File: src/rtl/sd_k_sweep_sequencer.sv
// sd_k_sweep_sequencer: table-driven kin1/kin2/muxin1 sweep for a two-piece sigma-delta modulator.
module sd_k_sweep_sequencer #(
  parameter int BITWIDTH = 40,
  parameter int DEPTH = 4,
  parameter int CW = 16
) (
  input  logic                       clk,
  input  logic                       reset,
  input  logic                       en,
  input  logic                       cfg_we,
  input  logic [$clog2(DEPTH)+1:0]   cfg_addr,
  input  logic [BITWIDTH-1:0]        cfg_wdata,
  input  logic                       cfg_commit,
  output logic                       cfg_pending,
  output logic [BITWIDTH-1:0]        kin1,
  output logic [BITWIDTH-1:0]        kin2,
  output logic                       muxin1,
  output logic [$clog2(DEPTH)-1:0]   seg_idx,
  output logic                       period_tick,
  output logic                       active
);
  localparam int SW = $clog2(DEPTH);
  localparam int AW = SW + 2;
  localparam logic [AW-1:0] A_HI = AW'(DEPTH);
  localparam logic [AW-1:0] A_PER = AW'(DEPTH + 1);
  localparam logic [AW-1:0] A_NSEG = AW'(DEPTH + 2);
  localparam logic [1:0] IDLE = 2'd0;
  localparam logic [1:0] RUN = 2'd1;
  localparam logic [1:0] DRAIN = 2'd2;
  logic [1:0] state;
  logic [CW-1:0] ph, hi, period, sh_hi, sh_period, sh_hi_n, sh_period_n, p_eff;
  logic [SW-1:0] seg, nseg, sh_nseg, sh_nseg_n, seg_next;
  logic [BITWIDTH-1:0] k [DEPTH];
  logic [BITWIDTH-1:0] sh_k [DEPTH];
  logic [BITWIDTH-1:0] sh_k_n [DEPTH];
  logic pending, run, bnd, copy;
  // Snapshot source includes a same-cycle shadow write
  always_comb begin
    sh_k_n = sh_k;
    sh_hi_n = sh_hi;
    sh_period_n = sh_period;
    sh_nseg_n = sh_nseg;
    if (cfg_we) begin
      if (cfg_addr[AW-1:SW] == 2'b00) sh_k_n[cfg_addr[SW-1:0]] = cfg_wdata;
      else if (cfg_addr == A_HI) sh_hi_n = cfg_wdata[CW-1:0];
      else if (cfg_addr == A_PER) sh_period_n = cfg_wdata[CW-1:0];
      else if (cfg_addr == A_NSEG)
        sh_nseg_n = cfg_wdata > BITWIDTH'(DEPTH - 1) ? SW'(DEPTH - 1) : cfg_wdata[SW-1:0];
    end
  end
  always_comb begin
    run = state != IDLE;
    p_eff = period == '0 ? CW'(1) : period;
    bnd = run && ph == p_eff - 1'b1;
    seg_next = seg == nseg ? '0 : seg + 1'b1;
    copy = run ? bnd && (pending || cfg_commit) : cfg_commit;
    kin1 = k[seg];
    kin2 = k[seg_next];
    muxin1 = run && ph < hi;
    period_tick = bnd;
    active = run;
    cfg_pending = pending;
    seg_idx = seg;
  end
  always_ff @(posedge clk) begin
    if (reset) begin
      state <= IDLE;
      ph <= '0;
      seg <= '0;
      pending <= 1'b0;
      hi <= '0;
      period <= CW'(1);
      nseg <= '0;
      sh_hi <= '0;
      sh_period <= CW'(1);
      sh_nseg <= '0;
      for (int i = 0; i < DEPTH; i++) begin
        k[i] <= '0;
        sh_k[i] <= '0;
      end
    end else begin
      sh_k <= sh_k_n;
      sh_hi <= sh_hi_n;
      sh_period <= sh_period_n;
      sh_nseg <= sh_nseg_n;
      if (copy) begin
        k <= sh_k_n;
        hi <= sh_hi_n;
        period <= sh_period_n;
        nseg <= sh_nseg_n;
      end
      pending <= run && !bnd && (pending || cfg_commit);
      if (!run) begin
        state <= en ? RUN : IDLE;
        ph <= '0;
        seg <= '0;
      end else begin
        state <= en ? RUN : (bnd ? IDLE : DRAIN);
        ph <= bnd ? '0 : ph + 1'b1;
        seg <= (bnd && (copy || !en)) ? '0 : (bnd ? seg_next : seg);
      end
    end
  end
endmodule

File: config.mk
export PLATFORM = sky130hd
export DESIGN_NAME = sd_k_sweep_sequencer
export DESIGN_NICKNAME = d
export VERILOG_FILES = /design/src/rtl/sd_k_sweep_sequencer.sv
export SDC_FILE = /design/constraint.sdc
export NUM_CORES = 1
export LEC_CHECK = 0
export ABC_AREA = 1
export CAP_MARGIN = 15
export CORE_ASPECT_RATIO = 1.1
export CORE_MARGIN = 2
export CORE_UTILIZATION = 55
export CTS_BUF_LIST = sky130_fd_sc_hd__clkbuf_8
export DETAILED_ROUTE_END_ITERATION = 8
export PLACE_DENSITY = 0.75
export SYNTH_ARGS = -nofsm -noshare
export SYNTH_HDL_FRONTEND = slang
export SYNTH_SLANG_ARGS = --single-unit
export TNS_END_PERCENT = 50
File: constraint.sdc
create_clock -name clk -period 3.3 [get_ports clk]
set_input_delay 0.33 -clock clk [delete_from_list [all_inputs] [get_ports clk]]
set_output_delay 0.33 -clock clk [all_outputs]
set_load 0.01 [all_outputs]
Yosys cells after proc, flatten, opt, wreduce, memory -nomap -nowiden --
Cells that the tools add are included.
Cells by class: add/sub/neg operators 3, $lt $le $gt $ge 6, equal/unequal tests 5, mux-type cells 31, bitwise gates (word level) 4, reduce and logical (&&, ||, !) cells 16
Operators with widths (number):
- 2-to-1 mux 160 bit | 2
- 2-to-1 mux 40 bit | 5
- binary-select mux 40 bit (select 2 bit) | 2
- bitwise mux 160 bit | 1
- 2-to-1 mux 16 bit | 8
- demux 40 bit (select 2 bit) | 1
- > comparator 40 x 2 -> 1 bit (second input constant) | 1
- 2-to-1 mux 2 bit | 10
- adder 16 x 1 -> 16 bit (second input constant) | 1
- == test 16 bit | 1
- logical NOT 16 bit | 1
- less-than comparator 16 bit | 1
- subtractor 16 x 1 -> 16 bit (second input constant) | 1
- == test 4 x 3 -> 1 bit (second input constant) | 3
- greater-or-equal comparator 3 bit (second input constant) | 3
- inverter 2 -> 3 bit | 3
- logical AND 1 bit | 7
- OR reduction 3 bit | 2
- less-than comparator 3 x 1 -> 1 bit (second input constant) | 1
- adder 2 x 1 -> 2 bit (second input constant) | 1
- == test 2 bit | 1
- logical NOT 1 bit | 2
- logical NOT 2 bit | 1
- logical OR 1 bit | 2
- other kinds (3) | 4
Word-level totals: bits in registers 409, input port bits 49, output and inout port bits 86, word-level logic and storage cells 83

Longest topological paths before layout --
Gate-level depths: netlist of run 1.
depth after elaboration 10, mapped depth 24, mapped depth without buffers 23

Worst setup path after synthesis of run 1 --
No wires, ideal clock.
path kind flip-flop to flip-flop, start reg period[8], end reg k[76] (netlist bit), setup time 115 ps, arrival 2661 ps, required time 3185 ps, slack 524 ps, cell stages (with the launch flop) 24, path buffers 2, clock period less this slack 2776 ps, cells stage by stage dfxtp_1 > nor2_2 > nand2_2 > nor2_4 > nand2_4 > nand2_1 > inv_1 > ha_1 > nand2_1 > nor2_4 > nand2_2 > nand2_1 > nand3_1 > nand2_1 > nor2_1 > nand2_1 > nor2_4 > nand4_4 > nand2_4 > buf_8 > buf_4 > nand3_1 > nand2_1 > nor2_1
On the way: word-level cells in the longest chain between the ends 7
Ends and longest elaborated chain:
- from (decl) | RTL line 31 | logic [CW-1:0] ph, hi, period, sh_hi, sh_period, sh_hi_n, sh_period_n, p_eff;
- from (signal assigned) | RTL line 89 | period <= sh_period_n;
- logical NOT 16 bit | RTL line 53 | p_eff = period == '0 ? CW'(1) : period;
- 2-to-1 mux 16 bit (*) | RTL line 53
- subtractor 16 x 1 -> 16 bit (*) | RTL line 54 | bnd = run && ph == p_eff - 1'b1;
- == test 16 bit (*) | RTL line 54
- logical AND 1 bit (*) | RTL line 54
- logical AND 1 bit (*) | RTL line 56 | copy = run ? bnd && (pending || cfg_commit) : cfg_commit;
- 2-to-1 mux 1 bit (*) | RTL line 56
- to (signal assigned) | RTL line 87 | k <= sh_k_n;
- to (decl) | RTL line 33 | logic [BITWIDTH-1:0] k [DEPTH];
Every way passes the cells marked *; elsewhere a longest branch is shown, timed or not. A chain may end at the register's enable or synchronous reset.

Worst setup path after layout of run 1 --
start reg seg[1], in the netlist seg_idx[1], end out kin2[26]
On the way: word-level cells in the longest chain between the ends 6, elaborated cells between the ends (all ways) 7, classes of those cells add/sub: 1; eq/ne: 1; mux: 4; bitwise: 1
Ends and longest elaborated chain:
- from (decl) | RTL line 32 | logic [SW-1:0] seg, nseg, sh_nseg, sh_nseg_n, seg_next;
- from (signal assigned) | RTL line 100 | seg <= (bnd && (copy || !en)) ? '0 : (bnd ? seg_next : seg);
- adder 2 x 1 -> 2 bit or == test 2 bit (tied branches) | RTL line 55 | seg_next = seg == nseg ? '0 : seg + 1'b1;
- 2-to-1 mux 2 bit (*) | RTL line 55
- inverter 2 -> 3 bit (implied by the code) (*) | RTL line 58 | kin2 = k[seg_next];
- binary-select mux 40 bit (select 2 bit) (*) | RTL line 58
- 2-to-1 mux 40 bit (implied by the code) (*) (2 in a row) | RTL line 58
- to (decl) | RTL line 16 | output logic [BITWIDTH-1:0] kin2,
Every way passes the cells marked *; elsewhere a longest branch is shown, timed or not. The select of a mux whose other input is x is not followed.

==> results summary, run 1 <==
In this run, placement finished with an instance count of 3157. The net count of the finished layout is 2863. The most common cell in the synthesized netlist is sky130_fd_sc_hd__nor2_1.

Counting instances in the post-synthesis netlist gives the leading cell types as sky130_fd_sc_hd__nor2_1, sky130_fd_sc_hd__dfxtp_1, sky130_fd_sc_hd__a21oi_1. The endpoint identified for the worst register-to-register timing path is hi[15]. The total of flip-flops plus latches after synthesis came out at 409.

The global-route wire length before repair is 89500 um. In this run the cell area of the synthesized design comes to 19000 um^2. The number of I/O pins came out at 135. The worst-case register-to-register setup slack came out at 0.32 ns. In this run the worst path has a maximum fanout of 26. Counting instances, the worst hold path has a depth of 2. The number of buffers inserted during clock tree synthesis came out at 69. The static leakage power is 9.66 nW. The number of instances in the synthesized netlist came out at 2724. The proportion of netlist area held by the largest area contributor came out at 43.0%. The per-instance average area after synthesis came out at 6.99 um^2. Setup repair after global routing could not meet its margin everywhere.

The total DRC errors in the routed layout is 0. The number of different library cells in the post-synthesis netlist came out at 42. The clock passes through at most 3 buffers.

The area enclosed by the die boundary is 36100 um^2. The number of warning messages in the yosys log came out at 0. The number of hold violations in the final report was 0. The tool flagged a number of max-cap violations equal to 0. The maximum ir drop on the vdd rail came out at 0.452 mV. The sequential area share after synthesis came out at 43.0%. The repair_antennas step left the layout with diodes totalling 0. The largest net degree at the start of global routing came out at 162. The run finished with clean final reports. Counting every net in the synthesized netlist gives 2790.

The slew of the pin with the lowest slew margin is 0.795 ns. The number of optimization iterations in the first detailed-route pass came out at 5. The clock input transition at the sequential cells of the worst setup and hold paths is 0.06 ns. The number of antenna violations at the first check in global routing is 1.

After synthesis, the share of flip-flops with an asynchronous set or reset is 0%. The arrival time at the worst endpoint came out at 2.89 ns. The area of the core is 34100 um^2.

The clock period minus final worst setup slack is 3.22 ns. The path with the worst hold slack has its endpoint at sh_k[79]. The fraction of final layout cells with drive strength greater than 1 came out at 8.59%. The total congestion overflow after global routing is 0. TritonCTS built the clock tree. In this run the most critical hold path is launched from reset.

In the synthesized netlist the dominant register cell turns out to be sky130_fd_sc_hd__dfxtp_1. The H-tree depth reported by CTS came out at 3. The last weighted congestion value of the routability-driven placer is 0.922. The worst setup path is launched from a flop.

For this design the ratio of total power to cell area is 543 nW/um^2. The count of flip-flops with a built-in enable after synthesis is 0. The number of DRC markers in iteration 0 came out at 1783.

The final setup skew is 0.0281 ns. Data on the critical path is required at its endpoint by 2.97 ns. Dividing the final minimum period by the clock period gives 97.7%. The maximum clock frequency came out at 310 MHz. The number of fill cells came out at 3010. The total wire length after detailed routing came out at 56800 um. The tightest min-delay check is of the primary input to flop type. The site row count came out at 71.

The count of final max-slew check failures came to 0. The starting density of the core is 55.8%. The worst register-to-register path has a depth of 21. The setup violation total in the final timing report is 0.

From left edge to right edge, the die measures 181 um. The final non-filler cell total is 3280. The global-route usage over all layers came out at 30.5%. The clock net sink count is 409. At the later pin of the worst-skew pair, clock insertion delay measures 0.60 ns. STA classifies the critical path endpoint as a primary output. The setup path with the least slack is of type flop to primary output. The largest total area in the synthesized netlist belongs to sky130_fd_sc_hd__dfxtp_1. The share of the core filled with cells in the final layout came out at 65.7%. Dividing the detail-routed wire length by the instance count gives 17.3 um. The layout overhead on the synthesized area came out at 17.8%. The estimated wirelength of the detail-placed design is 34800 um.

The height of the die is 199 um. Once detail routing completed, the nets flagged for antenna violations numbered 0. The total of buffers placed on input and output ports came out at 134. The via count of the routed design came out at 18900.

In this run the critical register-to-register path is launched from period[3]. The worst pin sits at a relative slew slack of 47.0%. By area the synthesized netlist is led by sky130_fd_sc_hd__dfxtp_1, sky130_fd_sc_hd__nor2_1, sky130_fd_sc_hd__a21oi_1. The tree is rooted in a sky130_fd_sc_hd__clkbuf_8.

The number of vias per cell after detailed routing came out at 5.76. The number of global-route vias before repair is 17700.
[cells in the final DEF (no fill, tap or decap), drive strengths merged, types with 17 or more instances in the layout]
master	count
mux2i	34
a21oi	347
o22ai	69
nand3	223
inv	118
dfxtp	409
o21ai	158
nand2	291
clkbuf	91
clkdlybuf4s50	132
ha	17
buf	80
xor2	19
nor2	748
[repair_timing]
action                     CTS  global route
setup buffers                1             5
setup endpoints to repair   32            61
hold buffers                 0             0
pin swaps                    2             7
gates resized for setup     22            29
cloned                       0             1
[state kept, by name, indices dropped and copies added (netlist names)]
signal / cells
ph: 16
state: 2
sh_period: 16
sh_k: 160
seg_idx: 2
k: 160
cfg_pending: 1
hi: 16
sh_hi: 16
nseg: 2
period: 16
sh_nseg: 2
[kinds of logic after synthesis]
group	count (synthesis)	synth area share, %
AND/OR/NAND/NOR	1324	28.8
multiplexers	34	1.79
AO/OA/AOI/OAI	605	16.8
flip-flops	409	43.0
adder cells (fa/ha/maj)	17	1.12
XOR/XNOR	26	1.27
buffers and inverters	309	7.28
[routing by layer]
| metal | GRT usage, % | share of wire [%] | up-vias | wire length [um] |
|---|---|---|---|---|
| li1 | - | - | 9154 | - |
| met1 | 39.2 | 42 | 8815 | 23900 |
| met2 | 51.8 | 47 | 780 | 26800 |
| met3 | 5.01 | 7.6 | 141 | 4340 |
| met4 | 11.6 | 3.1 | 2 | 1770 |
| met5 | 0 | 0.063 | - | 36 |
[layout make-up]
| cell class | instances | area, um^2 | area share [%] |
|---|---|---|---|
| Multi-Input combinational cell | 2006 | 9620 | 42.9 |
| Sequential cell | 409 | 8210 | 36.6 |
| Timing Repair Buffer | 213 | 2280 | 10.2 |
| Clock buffer | 90 | 1240 | 5.53 |
| Tap cell | 438 | 548 | 2.44 |
| Inverter | 98 | 390 | 1.74 |
| Clock inverter | 26 | 129 | 0.575 |
[metrics by stage]
step / worst slack [ns] / instance area (um^2) / hold slack, ns / TNS, ns / power [mW]
after floorplan: 0.524 / 19000 / 0.402 / 0 / 6.84
after global placement: 0.164 / 20800 / 0.438 / 0 / 7.62
after detailed placement: 0.130 / 20800 / 0.450 / 0 / 7.66
after CTS: -0.0719 / 22200 / 0.0879 / -0.0719 / 12.1
after global routing: -0.0871 / 22400 / 0.114 / -0.0945 / 12.7
final: 0.0751 / 22400 / 0.116 / 0 / 12.2
[worst max-delay path: stages (launching register included)]
cell and delay (ns):
sky130_fd_sc_hd__dfxtp_4 0.47, sky130_fd_sc_hd__xnor2_1 0.10, sky130_fd_sc_hd__nand2_1 0.11, sky130_fd_sc_hd__nand2_2 0.15
sky130_fd_sc_hd__inv_6 0.19, sky130_fd_sc_hd__buf_8 0.24, sky130_fd_sc_hd__nor2_1 0.06, sky130_fd_sc_hd__o31ai_1 0.35
sky130_fd_sc_hd__clkdlybuf4s50_1 0.61
[worst max path at each step]
stage	start	endpoint	slack [ns]	depth (start not counted)
global placement	period[12]	period_tick	0.16	17
detailed placement	period[10]	period_tick	0.13	17
CTS	period[3]	period_tick	-0.07	17
global route	period[11]	period_tick	-0.09	17
floorplan	period[8]	k[76]	0.52	23
finish	seg_idx[1]	kin2[26]	0.08	8
[report_power, final]
part	switching, mW	internal, mW	leakage (nW)
clock	2.01	2.50	0.789
combinational	1.37	0.961	5.54
sequential	0.164	5.18	3.33
total	3.54	8.63	9.66
No activity file was read; power rests on OpenSTA's default activity.
==> run 2: changes to the inputs <==
--- a/config.mk
+++ b/config.mk
@@ -13,6 +13,7 @@
 export CTS_BUF_LIST = sky130_fd_sc_hd__clkbuf_8
 export DETAILED_ROUTE_END_ITERATION = 8
 export PLACE_DENSITY = 0.75
+export SETUP_SLACK_MARGIN = 0.2
 export SYNTH_ARGS = -nofsm -noshare
 export SYNTH_HDL_FRONTEND = slang
 export SYNTH_SLANG_ARGS = --single-unit
==> results summary, run 2 (synthesized netlist as in run 1, its figures left out) <==
The run finished with clean final reports. The final setup skew came out at 0.0279 ns. The cell sitting at the root of the clock tree is a sky130_fd_sc_hd__clkbuf_8. The number of I/O pins is 135. The worst setup path is launched from a flop. The number of antenna violations at the first check in global routing came out at 0. The fraction of final layout cells with drive strength greater than 1 is 11.1%.

The maximum ir drop on the vdd rail is 0.458 mV. The arrival time at the worst endpoint came out at 3.62 ns. The number of cells traversed by the worst register-to-register path came out at 22.

The count of final max-slew check failures is 0. The relative slew slack is 45.5%. The number of antenna repair diodes came out at 0. The library cell used most frequently in the layout, excluding fill and tap cells, is sky130_fd_sc_hd__nor2_1. The static leakage power is 10.3 nW.

The worst path in the final design needs a cycle of 3.14 ns, including I/O delays and setup. The final layout contains routed wiring with a total length of 60800 um. The congestion estimate from routability-driven global placement came to 0.922. The number of DRC markers in iteration 0 is 2077. The final critical-path share of the clock period is 95.2%.

The number of global-route vias before repair came out at 18000. In this run the worst path has a maximum fanout of 9. The cell area power density came out at 532 nW/um^2.

The number of hold violations in the final report is 0. The largest registers in the layout are k x160, sh_k x160. The total of buffers placed on input and output ports came out at 134. Setup violations remaining at the end of the flow were counted as 0. In this run the vertical extent of the chip is 199 um. The critical path in this run is classified as flop to flop. The starting density of the core came out at 55.8%. The total congestion overflow after global routing came out at 0.

The wire-length estimate of the detail-placed layout is 34800 um. The required arrival time at the worst endpoint came out at 3.78 ns. The number of optimization iterations in the first detailed-route pass is 6.

For this run, the total global-route usage over all layers was measured as 31.0%. Clock-pin slew was measured on the worst setup and hold paths at 0.06 ns. The detailed-route wire length per cell is 18.2 um. The slew of the pin with the lowest slew margin is 0.818 ns. After detailed routing, the number of remaining DRC violations is 0. The pre-CTS setup slack is 0.130 ns.

The maximum clock frequency is 318 MHz. Buffers inserted during clock tree synthesis total 69. The area enclosed by the die boundary came out at 36100 um^2.

The aggregate negative setup slack came out at 0 ns. The layout overhead on the synthesized area is 23.9%. The instance count along the most critical hold path came out at 2. The TritonCTS clock tree is yes. The insertion delay to the later sink of the worst-skew pair came out at 0.60 ns. Setup repair after global routing could not meet its margin everywhere. The H-tree depth reported by CTS came out at 3. Entering global routing, the biggest net connects 162 pins. The total of max-cap violations is 0. In the routed layout, each cell is associated on average with a via count of 5.87. The area of the core came out at 34100 um^2. The minimum setup slack in the final design is 0.159 ns. The site row count is 71. The horizontal die dimension came out at 181 um. Leaving out fill and tap cells, the most frequent cells in the layout are sky130_fd_sc_hd__nor2_1, sky130_fd_sc_hd__dfxtp_1, sky130_fd_sc_hd__a21oi_1, sky130_fd_sc_hd__nand2_1, sky130_fd_sc_hd__nand3_1. STA classifies the critical path endpoint as a flop. The first global-routing pass estimated 90800 um of wire. The clock net sink count is 409. The via count of the routed design came out at 19600. The maximum number of buffers from clock root to sink is 3.

Once detail routing completed, the nets flagged for antenna violations numbered 0. The type of the most critical hold path is primary input to flop. For this run, the post-layout net count is 2922.
-- run 2: final timing paths --
check | from | end | slack [ns]
worst max-delay path | period[13] | k[130] | 0.16
worst min-delay path | reset | sh_k[79] | 0.11
worst max register to register | period[13] | k[130] | 0.16
worst min register to register | sh_period[0] | sh_period[0] | 0.46
-- run 2: timing repair --
item,in CTS,in global routing
hold buffers,0,0
hold endpoints to repair,0,0
resized for setup,64,53
setup endpoints to repair,71,229
pin swaps,26,26
cloned,1,29
setup buffers,23,13
-- run 2: layout make-up --
cell class	count	area, um^2
Clock inverter	26	129
Inverter	98	402
Fill cell	2838	10500
Tap cell	438	548
Multi-Input combinational cell	2007	9730
Timing Repair Buffer	271	3330
Sequential cell	409	8220
Clock buffer	90	1240
-- run 2: layer usage --
layer | part of all wire (%) | global-route usage, % | vias to the layer above
li1 | - | - | 9293
met1 | 40 | 39.5 | 9183
met2 | 47 | 52.6 | 972
met3 | 8.8 | 5.03 | 163
met4 | 3.6 | 12.8 | 0
met5 | 0 | 0 | -
-- run 2: metrics by stage --
step / instance area, um^2 / std cells / hold WS (ns) / total power [mW] / util [%]
floorplan: 19000 / 2724 / 0.402 / 6.84 / -
global placement: 20800 / 3157 / 0.438 / 7.62 / 61.0
detailed placement: 20800 / 3157 / 0.450 / 7.66 / 61.0
CTS: 22600 / 3297 / 0.0879 / 12.2 / 66.2
global route: 23600 / 3339 / 0.120 / 13.0 / 69.1
finish: 23600 / 3339 / 0.109 / 12.5 / 69.1
-- run 2: worst max-delay path, stage by stage, from the launching register on --
cell and delay, ns:
sky130_fd_sc_hd__dfxtp_2 0.33, sky130_fd_sc_hd__nor2_2 0.14, sky130_fd_sc_hd__nand2_2 0.09, sky130_fd_sc_hd__nor2_4 0.14, sky130_fd_sc_hd__nand2_4 0.07, sky130_fd_sc_hd__nand2_4 0.07, sky130_fd_sc_hd__inv_4 0.04, sky130_fd_sc_hd__ha_4 0.17
sky130_fd_sc_hd__nand2_4 0.09, sky130_fd_sc_hd__buf_6 0.11, sky130_fd_sc_hd__buf_4 0.11, sky130_fd_sc_hd__xor2_1 0.20, sky130_fd_sc_hd__o21ai_0 0.13, sky130_fd_sc_hd__nor2_1 0.11, sky130_fd_sc_hd__nand3_1 0.09, sky130_fd_sc_hd__nor2_2 0.16
sky130_fd_sc_hd__nand4_4 0.18, sky130_fd_sc_hd__nand2_8 0.24, sky130_fd_sc_hd__buf_16 0.20, sky130_fd_sc_hd__buf_16 0.15, sky130_fd_sc_hd__nand3_1 0.07, sky130_fd_sc_hd__nand2_1 0.09, sky130_fd_sc_hd__nor2_1 0.05
-- run 2: power breakdown --
| group | total (mW) | internal [mW] | switching, mW |
|---|---|---|---|
| logic | 2.68 | 1.19 | 1.49 |
| clock network | 4.52 | 2.50 | 2.03 |
| registers | 5.34 | 5.18 | 0.163 |
